===== config.mk =====
export PLATFORM = sky130hd
export DESIGN_NAME = stream_to_axi_dma
export DESIGN_NICKNAME = d
export VERILOG_FILES = /design/src/rtl/stream_to_axi_dma.sv
export SDC_FILE = /design/constraint.sdc
export NUM_CORES = 2
export LEC_CHECK = 0
export ABC_AREA = 1
export BUFFER_PORTS_ARGS = -buffer_cell sky130_fd_sc_hd__buf_2
export CAP_MARGIN = 20
export CORE_MARGIN = 3
export CORE_UTILIZATION = 45
export DETAILED_ROUTE_END_ITERATION = 12
export MAX_ROUTING_LAYER = met4
export PLACE_DENSITY = 0.59
export SLEW_MARGIN = 5
export SYNTH_ARGS = -nofsm -noshare
export SYNTH_HDL_FRONTEND = slang
export SYNTH_SLANG_ARGS = --single-unit

===== constraint.sdc =====
create_clock -name clk -period 9.35 [get_ports clk]
set_clock_uncertainty 0.15 [all_clocks]
set_input_delay 1.87 -clock clk [delete_from_list [all_inputs] [get_ports clk]]
set_output_delay 1.87 -clock clk [all_outputs]
set_load 0.01 [all_outputs]

===== src/rtl/stream_to_axi_dma.sv =====
// stream_to_axi_dma
// Collects a 32-bit Avalon-ST word stream into an internal FIFO and writes it
// into a circular frame region in memory as fixed-length AXI4 INCR bursts.
// A small Avalon-MM register file configures the region and reports status.
module stream_to_axi_dma #(
    parameter int ADDR_WIDTH         = 24,
    parameter int BURST_SIZE         = 64,
    parameter int MAX_OUTSTANDING_TR = 2,
    parameter int FIFO_DEPTH         = 128
) (
    input  logic                  clk,
    input  logic                  rst,
    // stream input
    input  logic [31:0]           st_data,
    input  logic                  st_valid,
    input  logic                  st_startofpacket,
    input  logic                  st_endofpacket,
    output logic                  st_ready,
    // AXI4 write address channel
    output logic [3:0]            mst_axi_awid,
    output logic [ADDR_WIDTH-1:0] mst_axi_awaddr,
    output logic [7:0]            mst_axi_awlen,
    output logic [2:0]            mst_axi_awsize,
    output logic [1:0]            mst_axi_awburst,
    output logic                  mst_axi_awlock,
    output logic [3:0]            mst_axi_awcache,
    output logic [2:0]            mst_axi_awprot,
    output logic [3:0]            mst_axi_awqos,
    output logic                  mst_axi_awvalid,
    input  logic                  mst_axi_awready,
    // AXI4 write data channel
    output logic [31:0]           mst_axi_wdata,
    output logic [3:0]            mst_axi_wstrb,
    output logic                  mst_axi_wlast,
    output logic                  mst_axi_wvalid,
    input  logic                  mst_axi_wready,
    // AXI4 write response channel
    input  logic [3:0]            mst_axi_bid,
    input  logic [1:0]            mst_axi_bresp,
    input  logic                  mst_axi_bvalid,
    output logic                  mst_axi_bready,
    // Avalon-MM control slave
    input  logic [4:0]            ctrl_address,
    input  logic                  ctrl_read,
    output logic [31:0]           ctrl_readdata,
    output logic [1:0]            ctrl_response,
    input  logic                  ctrl_write,
    input  logic [31:0]           ctrl_writedata,
    input  logic [3:0]            ctrl_byteenable,
    output logic                  ctrl_waitrequest
);

    localparam int PTR_W = $clog2(FIFO_DEPTH);
    localparam int CNT_W = PTR_W + 1;
    localparam int OUT_W = $clog2(MAX_OUTSTANDING_TR + 1);
    localparam logic [CNT_W-1:0]      BURST_CNT   = CNT_W'(BURST_SIZE);
    localparam logic [CNT_W-1:0]      FIFO_FULL   = CNT_W'(FIFO_DEPTH);
    localparam logic [7:0]            LAST_BEAT   = 8'(BURST_SIZE - 1);
    localparam logic [29:0]           BURST_WORDS = 30'(BURST_SIZE);
    localparam logic [ADDR_WIDTH-1:0] BURST_BYTES = ADDR_WIDTH'(BURST_SIZE * 4);
    localparam logic [OUT_W-1:0]      MAX_OUT     = OUT_W'(MAX_OUTSTANDING_TR);

    typedef enum logic [1:0] {
        S_IDLE = 2'd0,
        S_AW   = 2'd1,
        S_DATA = 2'd2
    } state_t;

    state_t                  state_r, state_next_s;
    logic [ADDR_WIDTH-1:0]   start_addr_r, curr_addr_r;
    logic [29:0]             words_number_r, frame_cnt_r, issued_words_r, word_idx_s;
    logic                    enable_r, draining_r, synced_r;
    logic                    err_sop_r, err_eop_r, err_bresp_r;
    logic [OUT_W-1:0]        outstanding_r;
    logic [7:0]              beat_r;
    logic [31:0]             fifo_mem_r [FIFO_DEPTH];
    logic [PTR_W-1:0]        wr_ptr_r, rd_ptr_r;
    logic [CNT_W-1:0]        fifo_cnt_r;
    logic                    rd_phase_r;
    logic [31:0]             readdata_r, rd_mux_s;
    logic                    awvalid_s, wvalid_s, st_ready_s, busy_s;
    logic                    wr_start_s, wr_words_s, wr_ctrl_s, wr_status_s;
    logic                    enable_rise_s, enable_fall_s;
    logic                    st_fire_s, push_s, pop_s, aw_fire_s, w_fire_s, w_last_fire_s;
    logic                    flush_s, drain_done_s, sop_err_s, eop_err_s, bresp_err_s;
    logic                    unused_ok_s;

    assign unused_ok_s = ^{ctrl_byteenable, mst_axi_bid, ctrl_writedata};

    // control-bus write decode and enable edges
    assign wr_start_s    = ctrl_write && (ctrl_address == 5'h00);
    assign wr_words_s    = ctrl_write && (ctrl_address == 5'h04);
    assign wr_ctrl_s     = ctrl_write && (ctrl_address == 5'h08);
    assign wr_status_s   = ctrl_write && (ctrl_address == 5'h0C);
    assign enable_rise_s = wr_ctrl_s &&  ctrl_writedata[0] && !enable_r;
    assign enable_fall_s = wr_ctrl_s && !ctrl_writedata[0] &&  enable_r;

    // handshakes
    assign st_ready_s    = enable_r && !draining_r && (fifo_cnt_r != FIFO_FULL);
    assign st_fire_s     = st_valid && st_ready_s;
    assign push_s        = st_fire_s && (synced_r || st_startofpacket);
    assign aw_fire_s     = (state_r == S_AW) && mst_axi_awready;
    assign w_fire_s      = (state_r == S_DATA) && mst_axi_wready;
    assign pop_s         = w_fire_s;
    assign w_last_fire_s = w_fire_s && (beat_r == LAST_BEAT);

    // a disabled block throws away any partial burst once the FSM is idle,
    // and returns to its start-of-frame state when nothing is left in flight
    assign flush_s      = draining_r && (state_r == S_IDLE) && (fifo_cnt_r < BURST_CNT);
    assign drain_done_s = draining_r && (state_r == S_IDLE) && (fifo_cnt_r == {CNT_W{1'b0}})
                          && (outstanding_r == {OUT_W{1'b0}});

    // frame position of the word being accepted (the sync word is word 0)
    assign word_idx_s  = synced_r ? frame_cnt_r : 30'd0;
    assign sop_err_s   = push_s && st_startofpacket && (word_idx_s != 30'd0);
    assign eop_err_s   = push_s && st_endofpacket && (word_idx_s != (words_number_r - 30'd1));
    assign bresp_err_s = mst_axi_bvalid && (mst_axi_bresp != 2'b00);
    assign busy_s      = (state_r != S_IDLE) || (outstanding_r != {OUT_W{1'b0}})
                         || (fifo_cnt_r != {CNT_W{1'b0}});

    // configuration, enable and draining registers
    always_ff @(posedge clk) begin
        if (rst) begin
            start_addr_r   <= {ADDR_WIDTH{1'b0}};
            words_number_r <= 30'd0;
            enable_r       <= 1'b0;
            draining_r     <= 1'b0;
        end else begin
            if (wr_start_s) start_addr_r <= ctrl_writedata[ADDR_WIDTH-1:0];
            if (wr_words_s) words_number_r <= ctrl_writedata[29:0];
            if (wr_ctrl_s) enable_r <= ctrl_writedata[0];
            if (enable_fall_s) begin
                draining_r <= 1'b1;
            end else if (drain_done_s) begin
                draining_r <= 1'b0;
            end else begin
                draining_r <= draining_r;
            end
        end
    end

    // sticky error flags, cleared by writing ones to the status register
    always_ff @(posedge clk) begin
        if (rst) begin
            err_sop_r   <= 1'b0;
            err_eop_r   <= 1'b0;
            err_bresp_r <= 1'b0;
        end else begin
            err_sop_r   <= (err_sop_r   && !(wr_status_s && ctrl_writedata[1])) || sop_err_s;
            err_eop_r   <= (err_eop_r   && !(wr_status_s && ctrl_writedata[2])) || eop_err_s;
            err_bresp_r <= (err_bresp_r && !(wr_status_s && ctrl_writedata[3])) || bresp_err_s;
        end
    end

    // frame synchronisation and word position within the frame
    always_ff @(posedge clk) begin
        if (rst) begin
            synced_r    <= 1'b0;
            frame_cnt_r <= 30'd0;
        end else if (drain_done_s) begin
            synced_r    <= 1'b0;
            frame_cnt_r <= 30'd0;
        end else if (push_s) begin
            synced_r    <= 1'b1;
            frame_cnt_r <= (word_idx_s == (words_number_r - 30'd1)) ? 30'd0 : (word_idx_s + 30'd1);
        end else begin
            synced_r    <= synced_r;
            frame_cnt_r <= frame_cnt_r;
        end
    end

    // FIFO storage; contents are don't-care until written so no reset
    always_ff @(posedge clk) begin
        if (push_s) fifo_mem_r[wr_ptr_r] <= st_data;
    end

    // FIFO pointers and fill level
    always_ff @(posedge clk) begin
        if (rst || flush_s) begin
            wr_ptr_r   <= {PTR_W{1'b0}};
            rd_ptr_r   <= {PTR_W{1'b0}};
            fifo_cnt_r <= {CNT_W{1'b0}};
        end else begin
            if (push_s) wr_ptr_r <= wr_ptr_r + PTR_W'(1);
            if (pop_s)  rd_ptr_r <= rd_ptr_r + PTR_W'(1);
            case ({push_s, pop_s})
                2'b10:   fifo_cnt_r <= fifo_cnt_r + CNT_W'(1);
                2'b01:   fifo_cnt_r <= fifo_cnt_r - CNT_W'(1);
                default: fifo_cnt_r <= fifo_cnt_r;
            endcase
        end
    end

    // count of AW bursts whose B response is still pending
    always_ff @(posedge clk) begin
        if (rst) begin
            outstanding_r <= {OUT_W{1'b0}};
        end else begin
            case ({aw_fire_s, mst_axi_bvalid})
                2'b10:   outstanding_r <= outstanding_r + OUT_W'(1);
                2'b01:   outstanding_r <= (outstanding_r != {OUT_W{1'b0}}) ? outstanding_r - OUT_W'(1) : outstanding_r;
                default: outstanding_r <= outstanding_r;
            endcase
        end
    end

    // burst address walks the frame region and wraps after its last burst
    always_ff @(posedge clk) begin
        if (rst) begin
            curr_addr_r    <= {ADDR_WIDTH{1'b0}};
            issued_words_r <= 30'd0;
        end else if (wr_start_s) begin
            curr_addr_r    <= ctrl_writedata[ADDR_WIDTH-1:0];
            issued_words_r <= 30'd0;
        end else if (enable_rise_s || drain_done_s) begin
            curr_addr_r    <= start_addr_r;
            issued_words_r <= 30'd0;
        end else if (aw_fire_s) begin
            if ((issued_words_r + BURST_WORDS) == words_number_r) begin
                curr_addr_r    <= start_addr_r;
                issued_words_r <= 30'd0;
            end else begin
                curr_addr_r    <= curr_addr_r + BURST_BYTES;
                issued_words_r <= issued_words_r + BURST_WORDS;
            end
        end else begin
            curr_addr_r    <= curr_addr_r;
            issued_words_r <= issued_words_r;
        end
    end

    // write FSM state register
    always_ff @(posedge clk) begin
        if (rst) begin
            state_r <= S_IDLE;
        end else begin
            state_r <= state_next_s;
        end
    end

    // write FSM next-state: a burst starts only with a full burst buffered
    always_comb begin
        state_next_s = state_r;
        case (state_r)
            S_IDLE: begin
                if ((enable_r || draining_r) && (fifo_cnt_r >= BURST_CNT) && (outstanding_r < MAX_OUT)) begin
                    state_next_s = S_AW;
                end else begin
                    state_next_s = S_IDLE;
                end
            end
            S_AW: begin
                if (mst_axi_awready) begin
                    state_next_s = S_DATA;
                end else begin
                    state_next_s = S_AW;
                end
            end
            S_DATA: begin
                if (w_last_fire_s) begin
                    state_next_s = S_IDLE;
                end else begin
                    state_next_s = S_DATA;
                end
            end
            default: state_next_s = S_IDLE;
        endcase
    end

    // write FSM outputs: valids held from state until their handshake
    always_comb begin
        awvalid_s = 1'b0;
        wvalid_s  = 1'b0;
        case (state_r)
            S_AW:    awvalid_s = 1'b1;
            S_DATA:  wvalid_s  = 1'b1;
            default: begin
                awvalid_s = 1'b0;
                wvalid_s  = 1'b0;
            end
        endcase
    end

    // beat position within the current W burst
    always_ff @(posedge clk) begin
        if (rst) begin
            beat_r <= 8'd0;
        end else if (w_fire_s) begin
            beat_r <= (beat_r == LAST_BEAT) ? 8'd0 : (beat_r + 8'd1);
        end else begin
            beat_r <= beat_r;
        end
    end

    // register read multiplexer; unmapped addresses read as zero
    always_comb begin
        rd_mux_s = 32'd0;
        case (ctrl_address)
            5'h00:   rd_mux_s = 32'(start_addr_r);
            5'h04:   rd_mux_s = {2'b00, words_number_r};
            5'h08:   rd_mux_s = {31'd0, enable_r};
            5'h0C:   rd_mux_s = {28'd0, err_bresp_r, err_eop_r, err_sop_r, busy_s};
            default: rd_mux_s = 32'd0;
        endcase
    end

    // two-cycle read: stall in the first cycle, return data in the second
    always_ff @(posedge clk) begin
        if (rst) begin
            rd_phase_r <= 1'b0;
            readdata_r <= 32'd0;
        end else if (ctrl_read && !rd_phase_r) begin
            rd_phase_r <= 1'b1;
            readdata_r <= rd_mux_s;
        end else begin
            rd_phase_r <= 1'b0;
            readdata_r <= readdata_r;
        end
    end

    assign st_ready         = st_ready_s;
    assign mst_axi_awid     = 4'h0;
    assign mst_axi_awaddr   = curr_addr_r;
    assign mst_axi_awlen    = LAST_BEAT;
    assign mst_axi_awsize   = 3'b010;
    assign mst_axi_awburst  = 2'b01;
    assign mst_axi_awlock   = 1'b0;
    assign mst_axi_awcache  = 4'h0;
    assign mst_axi_awprot   = 3'b000;
    assign mst_axi_awqos    = 4'h0;
    assign mst_axi_awvalid  = awvalid_s;
    assign mst_axi_wdata    = fifo_mem_r[rd_ptr_r];
    assign mst_axi_wstrb    = 4'hF;
    assign mst_axi_wlast    = wvalid_s && (beat_r == LAST_BEAT);
    assign mst_axi_wvalid   = wvalid_s;
    assign mst_axi_bready   = 1'b1;
    assign ctrl_readdata    = readdata_r;
    assign ctrl_response    = 2'b00;
    assign ctrl_waitrequest = ctrl_read && !rd_phase_r;

endmodule


Word level (Yosys, flattened, before mapping):

Memory sizes are Yosys's and may differ from the RTL's. A register that Yosys moved wholly into a read port is not among the register bits.
Cells that the tools add are included.

* register bits after elaboration: 211
* memory bits (writable): 4096
* input bits: 89
* memories kept: 1

* $add $sub $neg: 11
* magnitude comparators: 3
* equal/unequal tests: 15
* mux-type cells: 25
* reduce and logical (&&, ||, !) cells: 66

Memory list
* fifo_mem_r: words 128, bits a word 32, read ports 1, clocked after Yosys merged registers in 1, write ports 1, RTL line 76 `logic [31:0] fifo_mem_r [FIFO_DEPTH];`

Operator list (count)
* case mux 30 bit (4 select lines): 1
* two-way mux 24 bit: 4
* two-way mux 30 bit: 3
* == test 30 bit: 2
* logical AND 1 bit: 34
* adder 30 x 1 -> 30 bit (second input constant): 1
* adder 30 x 7 -> 30 bit (second input constant): 1
* inequality test 30 bit: 1
* nonzero test 30 bit: 1
* subtractor 30 x 1 -> 30 bit (second input constant): 1
* adder 24 x 9 -> 24 bit (second input constant): 1
* adder 8 x 1 -> 8 bit (second input constant): 2
* case mux 8 bit (2 select lines): 1
* adder 7 x 1 -> 7 bit (second input constant): 2
* two-way mux 7 bit: 2
* nonzero test 2 bit: 6
* == test 5 x 4 -> 1 bit (second input constant): 2
* logical OR 1 bit: 9
* == test 8 x 6 -> 1 bit (second input constant): 1
* >= comparator 8 x 7 -> 1 bit (second input constant): 1
* zero test 8 bit: 1
* < comparator 8 x 7 -> 1 bit (second input constant): 1
* two-way mux 1 bit: 8
* two-way mux 8 bit: 1
* 20 further kinds: 33

Depth between registers and ports, before layout:

* depth after elaboration: 8
* depth in mapped cells: 23
* depth with buffers taken out: 22

Least setup slack after synthesis:

OpenSTA, ideal clock, no wires.

* kind: input to register
* start: input port st_valid
* end: memory fifo_mem_r[63][0] (enable)
* library setup time: 0.461 ns
* arrival: 4.806 ns
* setup slack: 3.933 ns
* stages on the path: 6
* path buffers: 0
* path through: nand2_1 > nor2_2 > inv_1 > nor2_1 > nand2_1 > nor3_1

* longest elaborated chain between the ends: 4

Ends and longest elaborated chain
* from (decl): RTL line 15 `input logic st_valid,`
* logical AND 1 bit: RTL line 100 `assign st_fire_s = st_valid && st_ready_s;`
* logical AND 1 bit: RTL line 101 `assign push_s = st_fire_s && (synced_r || st_startofpacket);`
* two-way mux 1 bit: RTL line 174 `if (push_s) fifo_mem_r[wr_ptr_r] <= st_data;`
* two-way mux 1 bit (implied by the code): RTL line 174
* to (decl): RTL line 76

No other way between the ends.

==> key figures <==
CTS
  – Worst skew pair latency: 1.02 ns
  – TritonCTS buffer count: 441
  – Clk buf depth: 4
  – Total clock sinks: 4,306
  – Clock transition at path regs: 0.06 ns
  – CTS tree: done
  – CTS Hold Bufs: 0
  – Root Buffer: clkbuf_16
  – Setup Buffers After CTS: 0
  – H-tree levels: 5
  – Post-cts sizing count: 0

Logic synthesis
  – Synth async-reset ratio: 0%
  – Seq/Total Area, Yosys: 73.5%
  – EDFF count, synth: 4,096
  – Top post-synthesis cells by area: edfxtp_1 (71%), o21ai_0 (6.5%), nor2_1 (5.5%)
  – Synth unique cells: 53
  – Most common cell in the netlist: edfxtp_1
  – Gate Count Post-Synth: 14,197
  – Avg Inst Size Synth: 12.2 um2
  – YS warnings: 0
  – Ys flop type: edfxtp_1
  – Post-synthesis cell area: 173,000 um2
  – #FFs+latches synth: 4,306
  – Synth top area share: 71.1%
  – Synth top cells by count: edfxtp_1 (4,096), nor2_1 (2,546), o21ai_0 (2,236)
  – Largest area contributor in the netlist: edfxtp_1

Drt
  – Drt first pass iters: 8
  – DRC: 0
  – WL/cell: 27.5 um
  – Initial DRC count: 14,464
  – Final WL: 538,000 um
  – Vias: 116,025
  – DRT antenna net count: 0
  – Via/cell ratio: 5.92

Finish
  – Layout cells sized above 1: 9.00%
  – FILL cells: 32,958
  – Final instance area: 194,000 um2
  – Layout area overhead: 12.2%
  – Final Net Count: 14,271
  – Non-Filler Instances: 19,595

Global route
  – Grt ovf: 0
  – First-pass GRT wire length: 764,000 um
  – Vias in the first global route: 106,425
  – Initial antenna violation count: 32
  – GR Util All Layers: 27.6%
  – Largest net degree at the start of global routing: 175

Floorplan
  – Die width: 626 um
  – Top Ports: 218
  – Starting Density: 45.2%
  – Row cnt: 227
  – Core ar.: 383,000 um2
  – DIE AREA: 392,000 um2
  – Die height: 626 um

Power and ir drop
  – Combinational power share: 1.4%
  – P_leak: 64.2 nW
  – Pwr/cell area: 199 nW/um2
  – Switching share of power: 20.3%
  – Total chip power: 38.7 mW
  – Power share of the sequential group: 54.6%
  – Peak supply drop: 0.221 mV
  – Internal power: 30.8 mW
  – Psw: 7.85 mW
  – Clk pwr share: 44.0%

Critical path
  – R2R depth: 24
  – Worst R2R End: fifo_cnt_r[7]
  – Setup crit end: mst_axi_wdata[0]
  – CP startpoint kind: register
  – Crit path largest cell delay: 0.64 ns
  – Crit-path slowest cell: nor2_1
  – WS Path Type: register to primary output
  – CP max FO: 129
  – R2R setup slack: 5.16 ns
  – Critical Path AT: 5.87 ns
  – Reg-to-Reg Start: fifo_cnt_r[0]
  – Worst setup EP type: primary output
  – Cell Chain, Critical Path: buf_16 > inv_16 > buf_4 > buf_4 > o21ai_0 > o22ai_1 > o21ai_0 > o22ai_1 > nand2_1 > a21oi_1 > nor3_1 > nor2_1 > buf_2
  – Worst Path Required: 7.33 ns

Placement
  – Buffers on Ports: 169
  – Placed insts: 18,753
  – DPL Wire Length: 299,000 um
  – GPL Wtd Cong: 0.994
  – Post-DP Area: 180,000 um2

Timing
  – Hold slack: 0.312 ns
  – RSZ-0062 raised after global routing: no
  – Final hold violation count: 0
  – Minimum clock period: 7.89 ns
  – TNS Setup: 0 ns
  – Slew Viols, Final: 0
  – Setup-failing EPs final: 0
  – Tightest Pin Transition: 1.26 ns
  – Headroom to the max-slew limit: 16.0%
  – Fmax: 127 MHz
  – Final period util: 84.4%

Run
  – MaxCap Viol Count: 0

Run status
  – Status: complete, no violations

Min path
  – Worst min path class: register to register
-- metal layers --
metal / track usage [%] / vias up / routed length [um]
met2: 41.8 / 5082 / 246000
li1: - / 51843 / -
met1: 36.3 / 58148 / 216000
met4: 12.6 / 0 / 28200
met3: 5.04 / 952 / 48000
met5: - / - / 0
-- power groups by stage --
stage                     combinational [mW]  clock, mW  sequential (mW)
after CTS                              0.531       17.2             21.1
after global routing                   0.569       18.0             21.1
final                                  0.537       17.0             21.1
after global placement                 0.526          0             21.5
after floorplan                        0.108          0             21.5
after detailed placement               0.531          0             21.5
-- cell families after synthesis --
kind of cell,count (synthesis),share of synthesized area (%)
AND/OR/NAND/NOR,4771,11.2
flip-flops,4306,73.5
AO/OA/AOI/OAI,3748,11.7
buffers and inverters,1278,3.07
XOR/XNOR,75,0.396
adder cells (fa/ha/maj),17,0.127
other,2,0.00434
-- metrics by stage --
step	util (%)	setup slack (ns)
final	50.7	1.46
after global routing	50.7	1.21
after CTS	50.7	1.31
after detailed placement	47.1	2.35
after global placement	47.1	2.37
after floorplan	-	3.93
-- how the worst min path moves through the flow --
stage	slack (ns)	end	depth (start not counted)	from
finish	0.31	ctrl_readdata[17]	2	ctrl_readdata[17]
global route	0.33	ctrl_readdata[1]	2	ctrl_readdata[1]
CTS	0.31	ctrl_readdata[17]	2	ctrl_readdata[17]
detailed placement	0.30	ctrl_readdata[17]	2	ctrl_readdata[17]
global placement	0.30	ctrl_readdata[20]	2	ctrl_readdata[20]
floorplan	0.29	frame_cnt_r[29]	2	frame_cnt_r[29]
-- flip-flops by register name, summed over array words and instances, names as in the netlist, 2 cells and up, named ones only --
register and count:
beat_r 8, ctrl_readdata 30, fifo_cnt_r 8, fifo_mem_r 4096
frame_cnt_r 30, issued_words_r 24, mst_axi_awaddr 24, outstanding_r 2
rd_ptr_r 7, start_addr_r 24, state_r 2, words_number_r 30
wr_ptr_r 7
-- layout make-up --
class,count,area [um2],area share (%)
Antenna cell,20,50.0,0.0258
Multi-Input combinational cell,8649,41600,21.4
Tap cell,5038,6300,3.25
Sequential cell,4306,127000,65.5
Clock inverter,250,2070,1.07
Clock buffer,565,11800,6.06
Timing Repair Buffer,503,4070,2.10
Inverter,264,1030,0.533
-- worst max-delay path, delay by kind of cell (launching register included) --
family | cells | cell delay [ns]
AND/OR/NAND/NOR | 3 | 1.11
AO/OA/AOI/OAI | 5 | 1.25
buffers and inverters | 5 | 1.81
flip-flops | 1 | 0.49
-- layout by cell type (no fill, tap or decap), drive strengths merged --
cell type and n:
or3 1, bufinv 29, o21bai 6, a31oi 1, o21ai 2306, dfxtp 210, nor4 9, o221ai 3
o311ai 1, xnor3 2, nor3b 3, o21a 2, xnor2 10, buf 503, ha 16, clkinvlp 9
o2111ai 2, a21oi 307, nor3 102, o211a 1, fa 1, o211ai 1, or2 6, o22ai 1114
edfxtp 4096, xor2 63, a211oi 4, nand2 1331, clkbuf 565, nand4 45, nor2 2566, inv 272
diode 20, nand3 699, clkinv 204, nand3b 6, conb 38, and2 3
No activity file was read; power rests on OpenSTA's default activity.
